==> src/rtl/split_scheduler_if.sv <==
// rtl/split_scheduler_if.sv - hit, spawn and kill signal bundle for split_scheduler
// master is the game side that reports hits and loads balls; slave is the scheduler.
interface split_scheduler_if #(
   parameter int NUM_SLOTS = 8
);
   localparam int SLOT_W = $clog2(NUM_SLOTS);

   logic              hit_valid;
   logic              hit_ready;
   logic [SLOT_W-1:0] hit_slot;
   shortint           Xspeed;
   shortint           Yspeed;

   logic              spawn_valid;
   logic              spawn_ready;
   logic [SLOT_W-1:0] spawn_slot;
   logic [1:0]        spawn_size;
   shortint           spawn_xspeed;
   shortint           spawn_yspeed;

   logic              kill_pulse;
   logic [SLOT_W-1:0] kill_slot;

   modport master (
      output hit_valid, hit_slot, Xspeed, Yspeed, spawn_ready,
      input  hit_ready, spawn_valid, spawn_slot, spawn_size, spawn_xspeed, spawn_yspeed,
      input  kill_pulse, kill_slot
   );

   modport slave (
      input  hit_valid, hit_slot, Xspeed, Yspeed, spawn_ready,
      output hit_ready, spawn_valid, spawn_slot, spawn_size, spawn_xspeed, spawn_yspeed,
      output kill_pulse, kill_slot
   );
endinterface

==> src/rtl/split_scheduler.sv <==
// rtl/split_scheduler.sv - ball-pool split scheduler: hit -> two children or a kill
// Optional SPLIT_STATS_EN adds saturating drop_count / pop_count outputs.
module split_scheduler #(
   parameter int NUM_SLOTS = 8,
   parameter int MAX_SIZE  = 3
) (
   input  logic                 clk,
   input  logic                 reset,
   input  logic                 start,
   split_scheduler_if.slave     bus,
   output logic [NUM_SLOTS-1:0] alive,
   output logic                 level_clear
`ifdef SPLIT_STATS_EN
   ,
   output logic [15:0]          drop_count,
   output logic [15:0]          pop_count
`endif
);
   localparam int SLOT_W   = $clog2(NUM_SLOTS);
   localparam int SLOTS_P2 = 1 << SLOT_W;

   typedef enum logic [1:0] {IDLE, SPAWN1, SPAWN2, KILL} state_t;

   state_t                      state_q, state_d;
   logic [NUM_SLOTS-1:0]        alive_q, alive_d;
   logic [NUM_SLOTS-1:0][1:0]   size_q, size_d;
   logic [SLOT_W-1:0]           slot_q, slot_d, free_slot_q, free_slot_d;
   logic                        free_ok_q, free_ok_d;
   logic [1:0]                  csize_q, csize_d;
   shortint                     x_q, x_d, y_q, y_d;
   logic                        armed_q, armed_d, level_clear_q;
`ifdef SPLIT_STATS_EN
   logic [15:0]                 drop_q, drop_d, pop_q, pop_d;
`endif

   logic [SLOTS_P2-1:0]         alive_ext;
   logic                        hit_live, free_found;
   logic [SLOT_W-1:0]           free_idx;
   logic [1:0]                  child_size;
   shortint                     y_child, x_mirror;

   logic                        hit_ready_w, spawn_valid_w, kill_pulse_w;
   logic [SLOT_W-1:0]           spawn_slot_w, kill_slot_w;
   logic [1:0]                  spawn_size_w;
   shortint                     spawn_x_w, spawn_y_w;

   // Padding to a power of two makes out-of-range slot indices read as dead.
   assign alive_ext  = SLOTS_P2'(alive_q);
   assign hit_live   = alive_ext[bus.hit_slot];
   assign child_size = csize_q - 2'd1;
   assign y_child    = (y_q < 0) ? y_q : shortint'(-y_q);
   assign x_mirror   = (x_q == shortint'(16'h8000)) ? shortint'(16'h7FFF) : shortint'(-x_q);

   always_comb begin
      free_found = 1'b0;
      free_idx   = '0;
      for (int i = NUM_SLOTS - 1; i >= 0; i--) begin
         if (!alive_q[i]) begin
            free_found = 1'b1;
            free_idx   = SLOT_W'(i);
         end
      end
   end

   always_comb begin
      state_d       = state_q;
      alive_d       = alive_q;
      size_d        = size_q;
      slot_d        = slot_q;
      free_slot_d   = free_slot_q;
      free_ok_d     = free_ok_q;
      csize_d       = csize_q;
      x_d           = x_q;
      y_d           = y_q;
      armed_d       = armed_q;
      hit_ready_w   = 1'b0;
      spawn_valid_w = 1'b0;
      spawn_slot_w  = '0;
      spawn_size_w  = '0;
      spawn_x_w     = '0;
      spawn_y_w     = '0;
      kill_pulse_w  = 1'b0;
      kill_slot_w   = '0;
`ifdef SPLIT_STATS_EN
      drop_d        = drop_q;
      pop_d         = pop_q;
`endif
      case (state_q)
         IDLE: begin
            hit_ready_w = 1'b1;
            // start wins over a same-cycle hit; that hit is consumed with no effect
            if (start) begin
               alive_d    = '0;
               alive_d[0] = 1'b1;
               size_d     = '0;
               size_d[0]  = 2'(MAX_SIZE);
               armed_d    = 1'b1;
`ifdef SPLIT_STATS_EN
               drop_d     = '0;
               pop_d      = '0;
`endif
            end else if (bus.hit_valid && hit_live) begin
               slot_d  = bus.hit_slot;
               x_d     = bus.Xspeed;
               y_d     = bus.Yspeed;
               csize_d = size_q[bus.hit_slot];
               state_d = (size_q[bus.hit_slot] == 2'd0) ? KILL : SPAWN1;
            end
         end
         SPAWN1: begin
            spawn_valid_w = 1'b1;
            spawn_slot_w  = slot_q;
            spawn_size_w  = child_size;
            spawn_x_w     = x_q;
            spawn_y_w     = y_child;
            if (bus.spawn_ready) begin
               size_d[slot_q] = child_size;
               free_slot_d    = free_idx;
               free_ok_d      = free_found;
               state_d        = SPAWN2;
            end
         end
         SPAWN2: begin
            if (free_ok_q) begin
               spawn_valid_w = 1'b1;
               spawn_slot_w  = free_slot_q;
               spawn_size_w  = child_size;
               spawn_x_w     = x_mirror;
               spawn_y_w     = y_child;
               if (bus.spawn_ready) begin
                  alive_d[free_slot_q] = 1'b1;
                  size_d[free_slot_q]  = child_size;
                  state_d              = IDLE;
               end
            end else begin
               state_d = IDLE;
`ifdef SPLIT_STATS_EN
               if (drop_q != 16'hFFFF) drop_d = drop_q + 16'd1;
`endif
            end
         end
         KILL: begin
            kill_pulse_w    = 1'b1;
            kill_slot_w     = slot_q;
            alive_d[slot_q] = 1'b0;
            state_d         = IDLE;
`ifdef SPLIT_STATS_EN
            if (pop_q != 16'hFFFF) pop_d = pop_q + 16'd1;
`endif
         end
         default: state_d = IDLE;
      endcase
      if (reset) begin
         hit_ready_w   = 1'b0;
         spawn_valid_w = 1'b0;
         spawn_slot_w  = '0;
         spawn_size_w  = '0;
         spawn_x_w     = '0;
         spawn_y_w     = '0;
         kill_pulse_w  = 1'b0;
         kill_slot_w   = '0;
      end
   end

   always_ff @(posedge clk) begin
      if (reset) begin
         state_q       <= IDLE;
         alive_q       <= '0;
         size_q        <= '0;
         slot_q        <= '0;
         free_slot_q   <= '0;
         free_ok_q     <= 1'b0;
         csize_q       <= '0;
         x_q           <= '0;
         y_q           <= '0;
         armed_q       <= 1'b0;
         level_clear_q <= 1'b0;
`ifdef SPLIT_STATS_EN
         drop_q        <= '0;
         pop_q         <= '0;
`endif
      end else begin
         state_q       <= state_d;
         alive_q       <= alive_d;
         size_q        <= size_d;
         slot_q        <= slot_d;
         free_slot_q   <= free_slot_d;
         free_ok_q     <= free_ok_d;
         csize_q       <= csize_d;
         x_q           <= x_d;
         y_q           <= y_d;
         armed_q       <= armed_d;
         level_clear_q <= armed_q && (alive_q == '0);
`ifdef SPLIT_STATS_EN
         drop_q        <= drop_d;
         pop_q         <= pop_d;
`endif
      end
   end

   assign bus.hit_ready    = hit_ready_w;
   assign bus.spawn_valid  = spawn_valid_w;
   assign bus.spawn_slot   = spawn_slot_w;
   assign bus.spawn_size   = spawn_size_w;
   assign bus.spawn_xspeed = spawn_x_w;
   assign bus.spawn_yspeed = spawn_y_w;
   assign bus.kill_pulse   = kill_pulse_w;
   assign bus.kill_slot    = kill_slot_w;
   assign alive            = alive_q;
   assign level_clear      = level_clear_q;
`ifdef SPLIT_STATS_EN
   assign drop_count       = drop_q;
   assign pop_count        = pop_q;
`endif
endmodule

==> src/flat_wrapper.sv <==
// flat-port wrapper written by rule: the top's interface ports become plain ports
module split_scheduler_flat 
#(
   parameter int NUM_SLOTS = 8,
   parameter int MAX_SIZE  = 3
)
  (clk, reset, start, alive, level_clear, bus_hit_valid, bus_hit_slot, bus_Xspeed, bus_Yspeed, bus_spawn_ready, bus_hit_ready, bus_spawn_valid, bus_spawn_slot, bus_spawn_size, bus_spawn_xspeed, bus_spawn_yspeed, bus_kill_pulse, bus_kill_slot);
  split_scheduler_if #(.NUM_SLOTS(NUM_SLOTS)) bus_i ();
  input  logic clk;
  input  logic reset;
  input  logic start;
  output logic [NUM_SLOTS-1:0] alive;
  output logic level_clear;
  input wire logic [$bits(bus_i.hit_valid)-1:0] bus_hit_valid;
  input wire logic [$bits(bus_i.hit_slot)-1:0] bus_hit_slot;
  input wire logic [$bits(bus_i.Xspeed)-1:0] bus_Xspeed;
  input wire logic [$bits(bus_i.Yspeed)-1:0] bus_Yspeed;
  input wire logic [$bits(bus_i.spawn_ready)-1:0] bus_spawn_ready;
  output wire logic [$bits(bus_i.hit_ready)-1:0] bus_hit_ready;
  output wire logic [$bits(bus_i.spawn_valid)-1:0] bus_spawn_valid;
  output wire logic [$bits(bus_i.spawn_slot)-1:0] bus_spawn_slot;
  output wire logic [$bits(bus_i.spawn_size)-1:0] bus_spawn_size;
  output wire logic [$bits(bus_i.spawn_xspeed)-1:0] bus_spawn_xspeed;
  output wire logic [$bits(bus_i.spawn_yspeed)-1:0] bus_spawn_yspeed;
  output wire logic [$bits(bus_i.kill_pulse)-1:0] bus_kill_pulse;
  output wire logic [$bits(bus_i.kill_slot)-1:0] bus_kill_slot;
  assign bus_i.hit_valid = bus_hit_valid;
  assign bus_i.hit_slot = bus_hit_slot;
  assign bus_i.Xspeed = bus_Xspeed;
  assign bus_i.Yspeed = bus_Yspeed;
  assign bus_i.spawn_ready = bus_spawn_ready;
  assign bus_hit_ready = bus_i.hit_ready;
  assign bus_spawn_valid = bus_i.spawn_valid;
  assign bus_spawn_slot = bus_i.spawn_slot;
  assign bus_spawn_size = bus_i.spawn_size;
  assign bus_spawn_xspeed = bus_i.spawn_xspeed;
  assign bus_spawn_yspeed = bus_i.spawn_yspeed;
  assign bus_kill_pulse = bus_i.kill_pulse;
  assign bus_kill_slot = bus_i.kill_slot;
  split_scheduler #(.NUM_SLOTS(NUM_SLOTS), .MAX_SIZE(MAX_SIZE)) u_core (.clk(clk), .reset(reset), .start(start), .bus(bus_i), .alive(alive), .level_clear(level_clear));
endmodule
==> config.mk <==
export PLATFORM = sky130hd
export DESIGN_NAME = split_scheduler_flat
export DESIGN_NICKNAME = d
export VERILOG_FILES = /design/src/rtl/split_scheduler_if.sv /design/src/rtl/split_scheduler.sv /design/src/flat_wrapper.sv
export SDC_FILE = /design/constraint.sdc
export NUM_CORES = 1
export LEC_CHECK = 0
export ABC_AREA = 1
export CORE_ASPECT_RATIO = 1.4
export CORE_MARGIN = 3
export CORE_UTILIZATION = 30
export DETAILED_ROUTE_END_ITERATION = 8
export HOLD_SLACK_MARGIN = 0.03
export MAX_ROUTING_LAYER = met4
export PLACE_DENSITY_LB_ADDON = 0.2
export REMOVE_ABC_BUFFERS = 1
export SYNTH_ARGS = -nofsm -noshare
export SYNTH_HDL_FRONTEND = slang
export SYNTH_SLANG_ARGS = --single-unit
export TNS_END_PERCENT = 10
==> constraint.sdc <==
create_clock -name clk -period 3.2 [get_ports clk]
set_input_delay 0.96 -clock clk [delete_from_list [all_inputs] [get_ports clk]]
set_output_delay 0.96 -clock clk [all_outputs]
set_load 0.02 [all_outputs]
; ---- Word level (Yosys, flattened, before mapping)
; Cells that the tools add are included.
[word_totals]
rom_bits = 0
ramBits = 0
regBits = 69
memories = 0
latch_bits = 0
elab_cells = 126
output_inout_bits = 52
[op_classes]
bitwise_logic = 4
div = 0
addsub = 3
n_eq_ne = 11
mul = 0
mux = 69
shifts = 0
n_reduce_logical = 15
n_lt_le_gt_ge = 6
[ops]
columns = cell, count
row1 = 16-bit two-way mux, 10
row2 = 16-bit case mux with 2 select lines, 2
row3 = 16-bit case mux with 3 select lines, 1
row4 = 3-bit two-way mux, 12
row5 = 16-bit bitwise mux, 2
row6 = 16-bit negation, 2
row7 = 8-bit two-way mux, 3
row8 = 8-bit case mux with 3 select lines, 1
row9 = 2-bit two-way mux, 11
row10 = 1-bit two-way mux, 17
row11 = 16-bit == test (second input constant), 1
row12 = 16-bit by 1-bit less-than comparator with 1-bit output (second input constant), 1
row13 = 2-bit demux with 3-bit select, 2
row14 = 3-bit by 4-bit less-than comparator with 1-bit output (second input constant), 3
row15 = 8-bit AND, 1
row16 = 8-bit logical NOT, 1
row17 = 2-bit inequality test (second input constant), 4
row18 = 8-bit inverter, 1
row19 = 8-bit OR, 1
row20 = 2-bit case mux with 4 select lines, 1
row21 = 4-bit AND reduction, 2
row22 = 2-bit binary-select mux with 3-bit select, 1
row23 = 1-bit demux with 3-bit select, 2
row24 = 3-bit by 1-bit greater-or-equal comparator with 1-bit output (second input constant), 2
row25 = other kinds (16), 24

; ---- Depth between registers and ports, before layout
[depth]
ltp_word = 8
mapped_depth = 12
mapped_depth_nobuf = 12

; ---- Worst setup path after synthesis
; OpenSTA, ideal clock, no wires.
[synth_timing]
path_kind = input to output
start = input port reset
end = output port bus_spawn_yspeed[10]
path_stages = 7
t_required_ns = 2.240
setup_slack_ns = -0.043
t_arrival_ns = 2.283
path_buffers = 2
cell_sequence = clkbuf_1 > nor2_2 > inv_1 > nor2_1 > buf_2 > o21ai_0 > a21oi_1
[synth_via]
elab_chain_cells = 1
[synth_rtl]
columns = item, line_no
row1 = from (decl), flat_wrapper.sv:10  ; input logic reset;
row2 = 16-bit two-way mux, split_scheduler.sv:153  ; if (reset) begin
row3 = to (decl), flat_wrapper.sv:24  ; output wire logic [$bits(bus_i.spawn_yspeed)-1:0] bus_spawn_yspeed;
; Every way passes these cells.

; ---- Worst setup path after layout
[layout_timing]
start = register u_core.x_q[1] in the netlist's numbering
end = output port bus_spawn_xspeed[2]
[layout_via]
elab_chain_cells = 5
[layout_rtl]
columns = item, line_no
row1 = from (decl), split_scheduler.sv:30  ; shortint x_q, x_d, y_q, y_d;
row2 = from (signal assigned), split_scheduler.sv:174  ; x_q <= '0;
row3 = from (signal assigned), split_scheduler.sv:190  ; x_q <= x_d;
row4 = 16-bit negation or 16-bit == test (tied branches), split_scheduler.sv:52  ; assign x_mirror = (x_q == shortint'(16'h8000)) ? shortint'(16'h7FFF) : shortint'(-x_q);
row5 = 16-bit two-way mux (*), split_scheduler.sv:52
row6 = 16-bit two-way mux (*), split_scheduler.sv:124  ; if (free_ok_q) begin
row7 = 16-bit case mux with 2 select lines (*), split_scheduler.sv:88  ; case (state_q)
row8 = 16-bit two-way mux (*), split_scheduler.sv:153
row9 = to (decl), flat_wrapper.sv:23  ; output wire logic [$bits(bus_i.spawn_xspeed)-1:0] bus_spawn_xspeed;
; Every way passes the cells marked *; elsewhere a longest branch is shown, timed or not.

==> impl_results.md <==
- Number of post-CTS setup repair buffers: 0
- Largest net degree at the start of global routing: 34
- Synth area leaders: dfxtp_1 (30%), nand2_1 (12%), nor2_1 (9.6%)
- Worst R2R Setup Slack: 0.87 ns
- FF-to-FF Start: u_core.state_q[1]$_SDFFE_PP0P_
- Asr flop ratio synth: 0
- Initial DRC Count: 302
- Unique cell type count in the Yosys netlist: 40
- Global routing's busiest layer: met2
- Worst path top cell family by delay: simple AND/OR/NAND/NOR gates
- Worst Tran Pin Value: 0.460 ns
- Max stage delay on crit path: 0.30 ns
- Synth top area share: 0.300
- Fin. Hold Viols: 0
- Synth-to-layout area growth: 34.0%
- TNS Setup: 0 ns
- DRC Markers: 0
- Max_cap viols: 0
- CTS buffer count: 9
- Worst setup EP type: primary output
- Met2 Use GR: 0.310
- Peak VDD IR: 229 uV
- Worst Hold Class: flip-flop to flip-flop
- Slowest CP cell: dfxtp_1
- Clk pwr share: 0.234
- Lkg Pwr: 2.69 nW
- Critical path cell sequence: inv_1 -> ha_1 -> inv_1 -> nor2_2 -> nand2_1 -> nor2_2 -> nand2_1 -> nor2_2 -> nand3_4 -> buf_4 -> a21oi_1 -> buf_4
- Hold path endpoint: u_core.level_clear$_SDFF_PP0_
- Slew Limit Fails: 0
- Post-DP HPWL: 11800 um
- Die ar.: 16900 um2
- Met1 usage: 0.219
- Die height: 152 um
- Fillers: 1607
- DP Area: 6010 um2
- Synth Instances: 749
- Via count: 5197
- Unrepaired setup endpoints after global routing: yes
- GR Overflow Total: 0
- Max-slew headroom: 0.690
- DP Cell Count: 1044
- Switching Fraction: 0.422
- Critical path class: flip-flop to primary output
- Initial cell density of the core: 0.313
- Syn. warnings: 0
- Required time worst endpoint: 2.24 ns
- Worst hold start: u_core.armed_q$_SDFFE_PP0P_
- Sw Pwr: 1.60 mW
- Nets: 914
- First-pass GRT wire length: 25000 um
- Num ports: 92
- GRT met3 Usage: 0.0318
- Worst-path clk slew: 0.05 ns
- Initial antenna violation count: 0
- Clk_lat worst skew: 0.33 ns
- PnR Total Power: 3.79 mW
- Row cnt: 52
- GP Congestion: 0.978
- H-tree depth: 3
- Finished Layout Cells: 1057
- Internal Power: 2.19 mW
- Worst Skew: 0.00459 ns
- Status: finished clean
- Yosys top cell by area: dfxtp_1
- Tmin final: 3.10 ns
- Combinational power share: 0.491
- Clk sinks: 69
- Remaining antenna violation count: 0
- Seq/Total Area, Yosys: 0.300
- Buf/Inv on CP: 4
- Worst Reg-to-Reg Cells: 15
- Core area: 14700 um2
- Number of synthesized flops with an enable pin: 0
- Fin crit share: 0.968
- Critical Path Most Common Cell: nor2_2
- Worst flop-to-flop path endpoint: u_core.size_q[3]$_SDFFE_PP0P_
- Hold Path Stages: 2
- PwrDens: 615 nW/um2
- Final setup violation count: 0
- WP data arrival: 2.14 ns
- Die width: 111 um
- Port Buf Inserts: 91
- Post-route cell area: 6160 um2
- TritonCTS clock tree: built
- TritonRoute pass-1 iters: 5
- Clock root cell: clkbuf_16
- Fmax: 323 MHz
- Antenna diodes: 0
- Avg Inst Size Synth: 6.14 um2
- Netlist Area Pre-Place: 4600 um2
- CTS max path bufs: 2
- Synth Flop Type: dfxtp_1
- Crit path launch type: flip-flop
- Vias in the first global route: 4983
- WL final: 15500 um
- Most common cell in the netlist: nand2_1
- #FFs+latches synth: 69
- Layout cells sized above 1: 0.147
- Sequential share of power: 0.275
- Fin Hold WS: 0.454 ns
- Crit-path max FO: 6
- Wire per inst: 14.6 um
- Total track usage: 0.185
- Vias per inst: 4.92
- Top cells by count, synth: nand2_1 (152), nor2_1 (117), inv_1 (84)
==> power by group through the flow <==
stage	combinational, mW	sequential [mW]	clock (mW)
CTS	1.85	1.04	0.920
global placement	1.86	1.06	0
finish	1.86	1.04	0.886
detailed placement	1.86	1.05	0
global route	2.08	1.06	0.949
floorplan	1.11	1.04	0
==> flip-flops by register name, indices dropped and copies added, names as in the netlist <==
| signal | count |
|---|---|
| u_core.size_q | 16 |
| u_core.slot_q | 3 |
| u_core.free_ok_q | 1 |
| u_core.armed_q | 1 |
| u_core.x_q | 16 |
| u_core.state_q | 2 |
| u_core.alive | 8 |
| u_core.csize_q | 2 |
| u_core.free_slot_q | 3 |
| u_core.y_q | 16 |
| u_core.level_clear | 1 |
==> area by class of cell <==
| cell class | count | area [um2] | area share |
|---|---|---|---|
| clock buffers | 10 | 239 | 0.0388 |
| inverters | 90 | 338 | 0.0548 |
| flip-flops and latches | 69 | 1380 | 0.224 |
| clock inverters | 3 | 15.0 | 0.00244 |
| multi-input cells | 555 | 2730 | 0.443 |
| well taps | 189 | 236 | 0.0384 |
| repair buffers | 141 | 1220 | 0.198 |
==> what timing repair did <==
action                                  CTS  global route
hold buffers                              0             0
resized for setup                       106            49
endpoints found under the hold margin     0             0
pin swaps                                 1             0
endpoints found under the setup margin   43            36
==> through the flow <==
step,setup WS [ns],util
4_1_cts,-0.0993,0.421
2_1_floorplan,-0.418,-
3_5_place_dp,-0.644,0.409
6_report,0.102,0.419
3_3_place_gp,-0.622,0.409
5_1_grt,-0.0827,0.419
==> per-layer routing <==
layer  routed length [um]  up-vias
li1                     -     2696
met1                 6880     2327
met2                 7500      146
met3                  671       28
met4                  431        0
met5                    0        -
==> cells by family (layout without fill, tap and decap cells) <==
kind of cell,after synthesis,in the layout,synth area share
simple gates,391,391,0.379
compound gates,149,149,0.174
buf+inv,125,244,0.112
flops,69,69,0.300
fa+ha+maj,8,8,0.0218
xor+xnor,7,7,0.0133
==> placed cells by master (no fill, tap or decap), types with 8 or more instances in the layout <==
cell type          n
nand2_1          152
clkdlybuf4s50_1   48
ha_1               8
o21ai_0           64
buf_4             53
buf_2             10
a31oi_1           10
nand3_1           82
clkbuf_16          9
dfxtp_1           68
o22ai_1           11
nor3_1            11
nor2_1           115
a21oi_1           51
clkbuf_2          12
inv_1             83
==> worst max path at each step <==
stage	slack (ns)	end	cells after the start	startpoint
2_1_floorplan	-0.42	bus_spawn_yspeed[1]	5	reset
3_3_place_gp	-0.62	bus_spawn_yspeed[4]	9	reset
3_5_place_dp	-0.64	bus_spawn_yspeed[1]	8	reset
4_1_cts	-0.1	bus_spawn_xspeed[1]	12	u_core.x_q[0]$_SDFFE_PP0P_
5_1_grt	-0.08	bus_spawn_xspeed[2]	12	u_core.x_q[0]$_SDFFE_PP0P_
6_report	0.10	bus_spawn_xspeed[2]	12	u_core.x_q[1]$_SDFFE_PP0P_
==> worst min-delay path, cell delays in order, from the launching register on <==
cell and delay [ns]:
dfxtp_1 0.30, inv_1 0.06, nor4_1 0.05
Note: power is estimated with default switching activity, not from simulation.
